$ cat src/rtl/alu_pkg.sv
// Shared ALU op-codes and multiplier FSM state encoding.
// Optional signed support via ALU_MUL_SIGNED_EN adds the negate states.
package alu_pkg;

  localparam logic [1:0] OP_AND = 2'b00;
  localparam logic [1:0] OP_OR  = 2'b01;
  localparam logic [1:0] OP_ADD = 2'b10;

  // Index of the final shift-add step; RUN therefore lasts 32 cycles.
  localparam logic [4:0] LAST_STEP = 5'd31;

`ifdef ALU_MUL_SIGNED_EN
  typedef enum logic [2:0] {
    S_IDLE,
    S_NEG_A,
    S_NEG_B,
    S_RUN,
    S_NEG_LO,
    S_NEG_HI,
    S_DONE
  } state_t;
`else
  typedef enum logic [1:0] {
    S_IDLE,
    S_RUN,
    S_DONE
  } state_t;
`endif

endpackage

$ cat src/rtl/alu_mul_dp.sv
// Multiplier datapath: multiplicand, accumulator/shift register and ALU steering.
// ALU_MUL_SIGNED_EN adds the operand and result negation steps.
module alu_mul_dp
  import alu_pkg::*;
(
  input  logic        clk,
  input  logic        rst_n,
  input  state_t      state,
  input  logic        load,
  input  logic [31:0] a_in,
  input  logic [31:0] b_in,
  input  logic [31:0] alu_result,
  input  logic        alu_cout,
  output logic [31:0] alu_a,
  output logic [31:0] alu_b,
  output logic        alu_binvert,
  output logic        alu_carryin,
  output logic [1:0]  alu_op,
  output logic [63:0] product
);

  logic [31:0] mcand_reg;
  logic [63:0] acc_reg;
  logic [63:0] shifted;
`ifdef ALU_MUL_SIGNED_EN
  logic        carry_reg;
`endif

  // {c,hi,lo} >> 1, where {c,hi} is the ALU sum only when the low bit is set.
  always_comb begin
    if (acc_reg[0]) shifted = {alu_cout, alu_result, acc_reg[31:1]};
    else            shifted = {1'b0, acc_reg[63:1]};
  end

  always_comb begin
    alu_a       = '0;
    alu_b       = '0;
    alu_binvert = 1'b0;
    alu_carryin = 1'b0;
    alu_op      = OP_AND;
    case (state)
      S_RUN: begin
        alu_a  = acc_reg[63:32];
        alu_b  = mcand_reg;
        alu_op = OP_ADD;
      end
`ifdef ALU_MUL_SIGNED_EN
      S_NEG_A: begin
        alu_b       = mcand_reg;
        alu_op      = OP_ADD;
        alu_binvert = 1'b1;
        alu_carryin = 1'b1;
      end
      S_NEG_B, S_NEG_LO: begin
        alu_b       = acc_reg[31:0];
        alu_op      = OP_ADD;
        alu_binvert = 1'b1;
        alu_carryin = 1'b1;
      end
      S_NEG_HI: begin
        alu_b       = acc_reg[63:32];
        alu_op      = OP_ADD;
        alu_binvert = 1'b1;
        alu_carryin = carry_reg;
      end
`endif
      default: ;
    endcase
  end

  always_ff @(posedge clk or negedge rst_n) begin
    if (!rst_n) begin
      mcand_reg <= '0;
      acc_reg   <= '0;
`ifdef ALU_MUL_SIGNED_EN
      carry_reg <= 1'b0;
`endif
    end else if (load) begin
      mcand_reg <= a_in;
      acc_reg   <= {32'd0, b_in};
`ifdef ALU_MUL_SIGNED_EN
      carry_reg <= 1'b0;
`endif
    end else begin
      case (state)
        S_RUN: acc_reg <= shifted;
`ifdef ALU_MUL_SIGNED_EN
        S_NEG_A:  mcand_reg <= alu_result;
        S_NEG_B:  acc_reg[31:0] <= alu_result;
        S_NEG_LO: begin
          acc_reg[31:0] <= alu_result;
          carry_reg     <= alu_cout;
        end
        S_NEG_HI: acc_reg[63:32] <= alu_result;
`endif
        default: ;
      endcase
    end
  end

  assign product = acc_reg;

endmodule

$ cat src/rtl/alu_mul_seq.sv
// Sequential 32x32 shift-add multiplier driving an external 32-bit ALU.
// Define ALU_MUL_SIGNED_EN for two's-complement support via signed_in.
module alu_mul_seq
  import alu_pkg::*;
(
  input  logic        clk,
  input  logic        rst_n,
  input  logic        start,
`ifdef ALU_MUL_SIGNED_EN
  input  logic        signed_in,
`endif
  input  logic [31:0] a_in,
  input  logic [31:0] b_in,
  output logic        busy,
  output logic        done,
  output logic [63:0] product,
  output logic [31:0] alu_a,
  output logic [31:0] alu_b,
  output logic        alu_binvert,
  output logic        alu_carryin,
  output logic [1:0]  alu_op,
  input  logic [31:0] alu_result,
  input  logic        alu_cout
);

  state_t     state_reg;
  state_t     state_next;
  logic [4:0] count_reg;
  logic       accept;

  assign accept = start && (state_reg == S_IDLE);

`ifdef ALU_MUL_SIGNED_EN
  logic neg_b_reg;
  logic flip_reg;

  // Operand signs are latched at start; the operands themselves get overwritten.
  always_ff @(posedge clk or negedge rst_n) begin
    if (!rst_n) begin
      neg_b_reg <= 1'b0;
      flip_reg  <= 1'b0;
    end else if (accept) begin
      neg_b_reg <= signed_in & b_in[31];
      flip_reg  <= signed_in & (a_in[31] ^ b_in[31]);
    end
  end
`endif

  always_ff @(posedge clk or negedge rst_n) begin
    if (!rst_n) begin
      state_reg <= S_IDLE;
      count_reg <= '0;
    end else begin
      state_reg <= state_next;
      if (accept)                  count_reg <= '0;
      else if (state_reg == S_RUN) count_reg <= count_reg + 5'd1;
    end
  end

  always_comb begin
    state_next = state_reg;
    case (state_reg)
      S_IDLE: begin
        if (start) begin
`ifdef ALU_MUL_SIGNED_EN
          if (signed_in && a_in[31])      state_next = S_NEG_A;
          else if (signed_in && b_in[31]) state_next = S_NEG_B;
          else                            state_next = S_RUN;
`else
          state_next = S_RUN;
`endif
        end
      end
`ifdef ALU_MUL_SIGNED_EN
      S_NEG_A:  state_next = neg_b_reg ? S_NEG_B : S_RUN;
      S_NEG_B:  state_next = S_RUN;
      S_RUN:    if (count_reg == LAST_STEP) state_next = flip_reg ? S_NEG_LO : S_DONE;
      S_NEG_LO: state_next = S_NEG_HI;
      S_NEG_HI: state_next = S_DONE;
`else
      S_RUN:    if (count_reg == LAST_STEP) state_next = S_DONE;
`endif
      S_DONE:   state_next = S_IDLE;
      default:  state_next = S_IDLE;
    endcase
  end

  assign busy = (state_reg != S_IDLE);
  assign done = (state_reg == S_DONE);

  alu_mul_dp u_dp (
    .clk         (clk),
    .rst_n       (rst_n),
    .state       (state_reg),
    .load        (accept),
    .a_in        (a_in),
    .b_in        (b_in),
    .alu_result  (alu_result),
    .alu_cout    (alu_cout),
    .alu_a       (alu_a),
    .alu_b       (alu_b),
    .alu_binvert (alu_binvert),
    .alu_carryin (alu_carryin),
    .alu_op      (alu_op),
    .product     (product)
  );

endmodule

$ cat config.mk
export PLATFORM = sky130hd
export DESIGN_NAME = alu_mul_seq
export DESIGN_NICKNAME = d
export VERILOG_FILES = /design/src/rtl/alu_pkg.sv /design/src/rtl/alu_mul_dp.sv /design/src/rtl/alu_mul_seq.sv
export SDC_FILE = /design/constraint.sdc
export NUM_CORES = 1
export LEC_CHECK = 0
export ABC_CLOCK_PERIOD_IN_PS = 4360
export CAP_MARGIN = 10
export CORE_UTILIZATION = 44
export CTS_BUF_LIST = sky130_fd_sc_hd__clkbuf_4 sky130_fd_sc_hd__clkbuf_8 sky130_fd_sc_hd__clkbuf_16
export DETAILED_ROUTE_END_ITERATION = 6
export PLACE_DENSITY = 0.9
export SLEW_MARGIN = 20
export SYNTH_ARGS = -nofsm -noshare
export SYNTH_HDL_FRONTEND = slang
export SYNTH_SLANG_ARGS = --single-unit
$ cat constraint.sdc
create_clock -name clk -period 4.36 [get_ports clk]
set_clock_uncertainty 0.05 [all_clocks]
set_input_delay 0.872 -clock clk [delete_from_list [all_inputs] [get_ports clk]]
set_output_delay 0.872 -clock clk [all_outputs]
set_load 0.05 [all_outputs]
; ---- Word level (Yosys, flattened, before mapping)
; Cells that the tools add are included.
; Widths: inputs -> output; s select.
[word_totals]
ff_bits = 103
inputBits = 100
[classes]
n_eq_ne = 5
muxes = 11
n_reduce_logical = 5
add_sub_neg = 1
[op_table]
columns = operator, count
row1 = $mux 64, 3
row2 = $mux 32, 2
row3 = $mux 5, 2
row4 = $mux 2, 3
row5 = $add 5x1->5 const B, 1
row6 = $eq 5x5->1 const B, 1
row7 = $pmux 2 s2, 1
row8 = $reduce_bool 2->1, 2
row9 = $eq 2x1->1 const B, 1
row10 = $eq 2x2->1 const B, 1
row11 = $logic_not 2->1, 1
row12 = $ne 2x1->1 const B, 1
row13 = $ne 2x2->1 const B, 1
row14 = $reduce_and 2->1, 1
row15 = $logic_and 1x1->1, 1

; ---- Depth between registers and ports, before layout
[logic_depth]
word_depth = 3
mapped_depth = 7

; ---- By module
; A second synthesis with hierarchy kept.
[hier_totals]
hier_cells = 460
area_unflattened_um2 = 5121.2
[by_module_without_submodules]
columns = module, n_inst, cells_each, area_per_inst_um2, seq_area_each_um2
row1 = alu_mul_dp, 1, 428, 4764.6, 2402.3
row2 = alu_mul_seq, 1, 32, 356.6, 175.2

; ---- Worst setup path before layout
; Ideal clock, no wire load.
[synth_timing]
path_type = reg-to-output
start = reg state_reg[1]
end = out alu_a[13]
t_arrival_ns = 1.471
path_slack_ns = 1.967
path_buffers = 3
path_stages_with_launch = 7
cell_sequence = dfrtp_1 > nand2b_1 > buf_4 > inv_2 > buf_4 > buf_2 > and2_1
[synth_between]
elab_chain_len = 2
[synth_rtl]
columns = item, line
row1 = from (decl), alu_mul_seq.sv:26  ; state_t state_reg;
row2 = from (signal assigned), alu_mul_seq.sv:54  ; state_reg <= state_next;
row3 = $eq 2x1->1, alu_mul_dp.sv:41  ; case (state)
row4 = $mux 32, alu_mul_dp.sv:41
row5 = to (decl), alu_mul_seq.sv:17  ; output logic [31:0] alu_a,
; No other way between the ends.

; ---- Worst setup path after layout
[layout_timing]
start = reg state_reg[1]
end = out alu_b[7]
[layout_between]
elab_chain_len = 2
[layout_rtl]
columns = item, line
row1 = $eq 2x1->1, alu_mul_dp.sv:41
row2 = $mux 32, alu_mul_dp.sv:41
row3 = to (decl), alu_mul_seq.sv:18  ; output logic [31:0] alu_b,
; No other way between the ends.

==> metrics.txt <==
drc violations 0; overall global routing resource usage 22.6%; CP arrival 2550 ps; worst-margin pin slew 828 ps; post-route ant nets 0; outcome finished, final reports clean; Largest register FFs 64; H-tree levels 3; Starting Density 45.1%; CTS tree done; synthesized area per cell 9.24 µm²; Worst Path Required 3440 ps; Yosys reg bits 103; Synth top cells by count 166 x nand2_1, 103 x dfrtp_1, 65 x and2_1; min Tclk post-route 3470 ps; largest net degree at the start of global routing 89; drt initial violations 309; vias in the first global route 4378; Post-Route WL 13100 µm; Levels on crit path 5; Top Ports 234; Setup crit end kind output port; Cell Area, Synth 4890 µm²; reg2reg end u_dp.product[45]; Die H 107 µm; first-pass GRT wire length 20800 µm; Yosys top cell by area dfrtp_1; Seq/Total Area, Yosys 52.8%; clock sink total 103; cells after synthesis 529; number of flops mapped to enable cells by yosys 0; hold_buf cts 0; CP Buf/Inv Count 3; layout cells sized above 1 4.45%; RSZ-0062 raised after global routing no; top-count cell post-synth nand2_1; CTS resizes 0; CP Capture Point alu_b[7]; top cells by area, synth dfrtp_1 53%, nand2_1 13%, and2_1 8.3%; antenna violations before repair 0; Num CTS Buffers 9; Slowest-stage cell, CP clkdlybuf4s50_1; final setup fails 0; die area 11500 µm²; R2R Setup Slk 2260 ps; Via density 5.05; Worst Path Max Fanout 46; clk slew on worst S/H paths 90 ps; Layout fillers 832; Top FF cell, synth dfrtp_1; setup TNS 0 ps; Final Hold Viols 0; Post-synth ARST share 100%; share of the synthesized area in the top cell type 52.8%; routability congestion estimate 0.834; total congestion overflow 0; CTS Root Cell clkbuf_8; n_diodes 0; router iterations before antenna repair 4; routed via count 4452; Worst R2R Start state_reg[0]; distinct cell type count after synthesis 26; crit path from state_reg[1]; final period utilization 79.6%; slowest cell delay on critical path 820 ps; Clock Latency Late Sink 350 ps; normalized max-slew margin 44.8%; Syn-to-layout area delta 50.9%; die width 107 µm; Post-CTS Setup Inserts 0; cell breakdown of the critical path nand2b_2 -> inv_2 -> buf_4 -> and2_1 -> clkdlybuf4s50_1; Pins Over Slew Limit 0; critical path type reg2out; HP Class reg2reg; DP Wirelength 9380 µm; FMAX 0.288 GHz; WL/cell 14.9 µm; Final #Nets 838; yosys warns 0; Top delay family on crit path buffers and inverters; max-cap violations 0; Port-buffer cells 230; worst reg2reg path depth 4; core area 10800 µm²; CP Launch Type register; Core Rows 38; Max Buffers Root-to-Sink 2
## layout by cell type (no fill, tap or decap), drive strengths merged
cell,count
nor2b,1
nand2b,1
clkbuf,11
a21oi,2
xor2,1
clkdlybuf4s50,229
ha,2
conb,3
buf,10
o21ai,34
or2,1
nand3,37
dfrtp,103
o21bai,1
clkinv,2
a22oi,31
o21a,1
clkinvlp,2
mux2i,32
and2,65
or3b,1
nand2,166
nor3b,1
o221a,1
and3,1
inv,2
## how the worst min path moves through the flow
stage	cells after the start	start	slack (ps)	to
floorplan	2	u_dp.mcand_reg[22]	390	u_dp.mcand_reg[22]
finish	2	u_dp.mcand_reg[0]	420	u_dp.mcand_reg[0]
CTS	2	u_dp.mcand_reg[0]	430	u_dp.mcand_reg[0]
detailed placement	2	u_dp.mcand_reg[0]	400	u_dp.mcand_reg[0]
global placement	2	u_dp.mcand_reg[23]	400	u_dp.mcand_reg[23]
global route	2	u_dp.mcand_reg[3]	450	u_dp.mcand_reg[3]
## layout make-up
class                   instances  area (µm²)  share of cell area, %
clock inverters                 5        33.8                  0.458
inverters                       1        3.75                 0.0509
well taps                     140         175                   2.38
multi-input cells             382        2070                   28.1
clock buffers                  11         139                   1.88
repair buffers                239        2370                   32.2
flip-flops and latches        103        2580                   35.0
## worst min-delay path, cell delays in order, from the launching register on
cell and delay (ps):
dfrtp_1 340, nand2_1 50, nand2_1 50
## kinds of logic (layout without fill, tap and decap cells)
logic type                 after synthesis  count (layout)  synth area share [%]
and+or+nand+nor                        274             274                  25.7
DFF                                    103             103                  52.8
AOI/OAI and AO/OA                       70              70                  8.99
buffers and inverters                   46             256                  5.22
muxes                                   32              32                  6.56
adders and majority gates                2               2                 0.512
other                                    1               3                0.0768
xor gates and xnor gates                 1               1                 0.179
## through the flow
stage / setup WS [ps] / hold slack [ps] / instances / instance area, µm² / utilization [%]
global placement: 1330 / 399 / 865 / 7200 / 66.4
finish: 891 / 420 / 881 / 7370 / 68.0
floorplan: 1970 / 387 / 531 / 4890 / -
detailed placement: 1270 / 404 / 865 / 7200 / 66.4
CTS: 865 / 425 / 881 / 7370 / 68.0
global route: 726 / 446 / 881 / 7370 / 68.0
## metal layers
metal	vias to the layer above	global-route usage [%]	share of wire, %
li1	2144	-	-
met1	2109	27.0	40
met2	169	40.5	51
met3	30	4.06	5.9
met4	0	8.81	2.7
met5	-	0	0
Power is left out: the tool's default activity adds up to more than one toggle a clock period on the data nets, which glitch-free logic cannot reach.
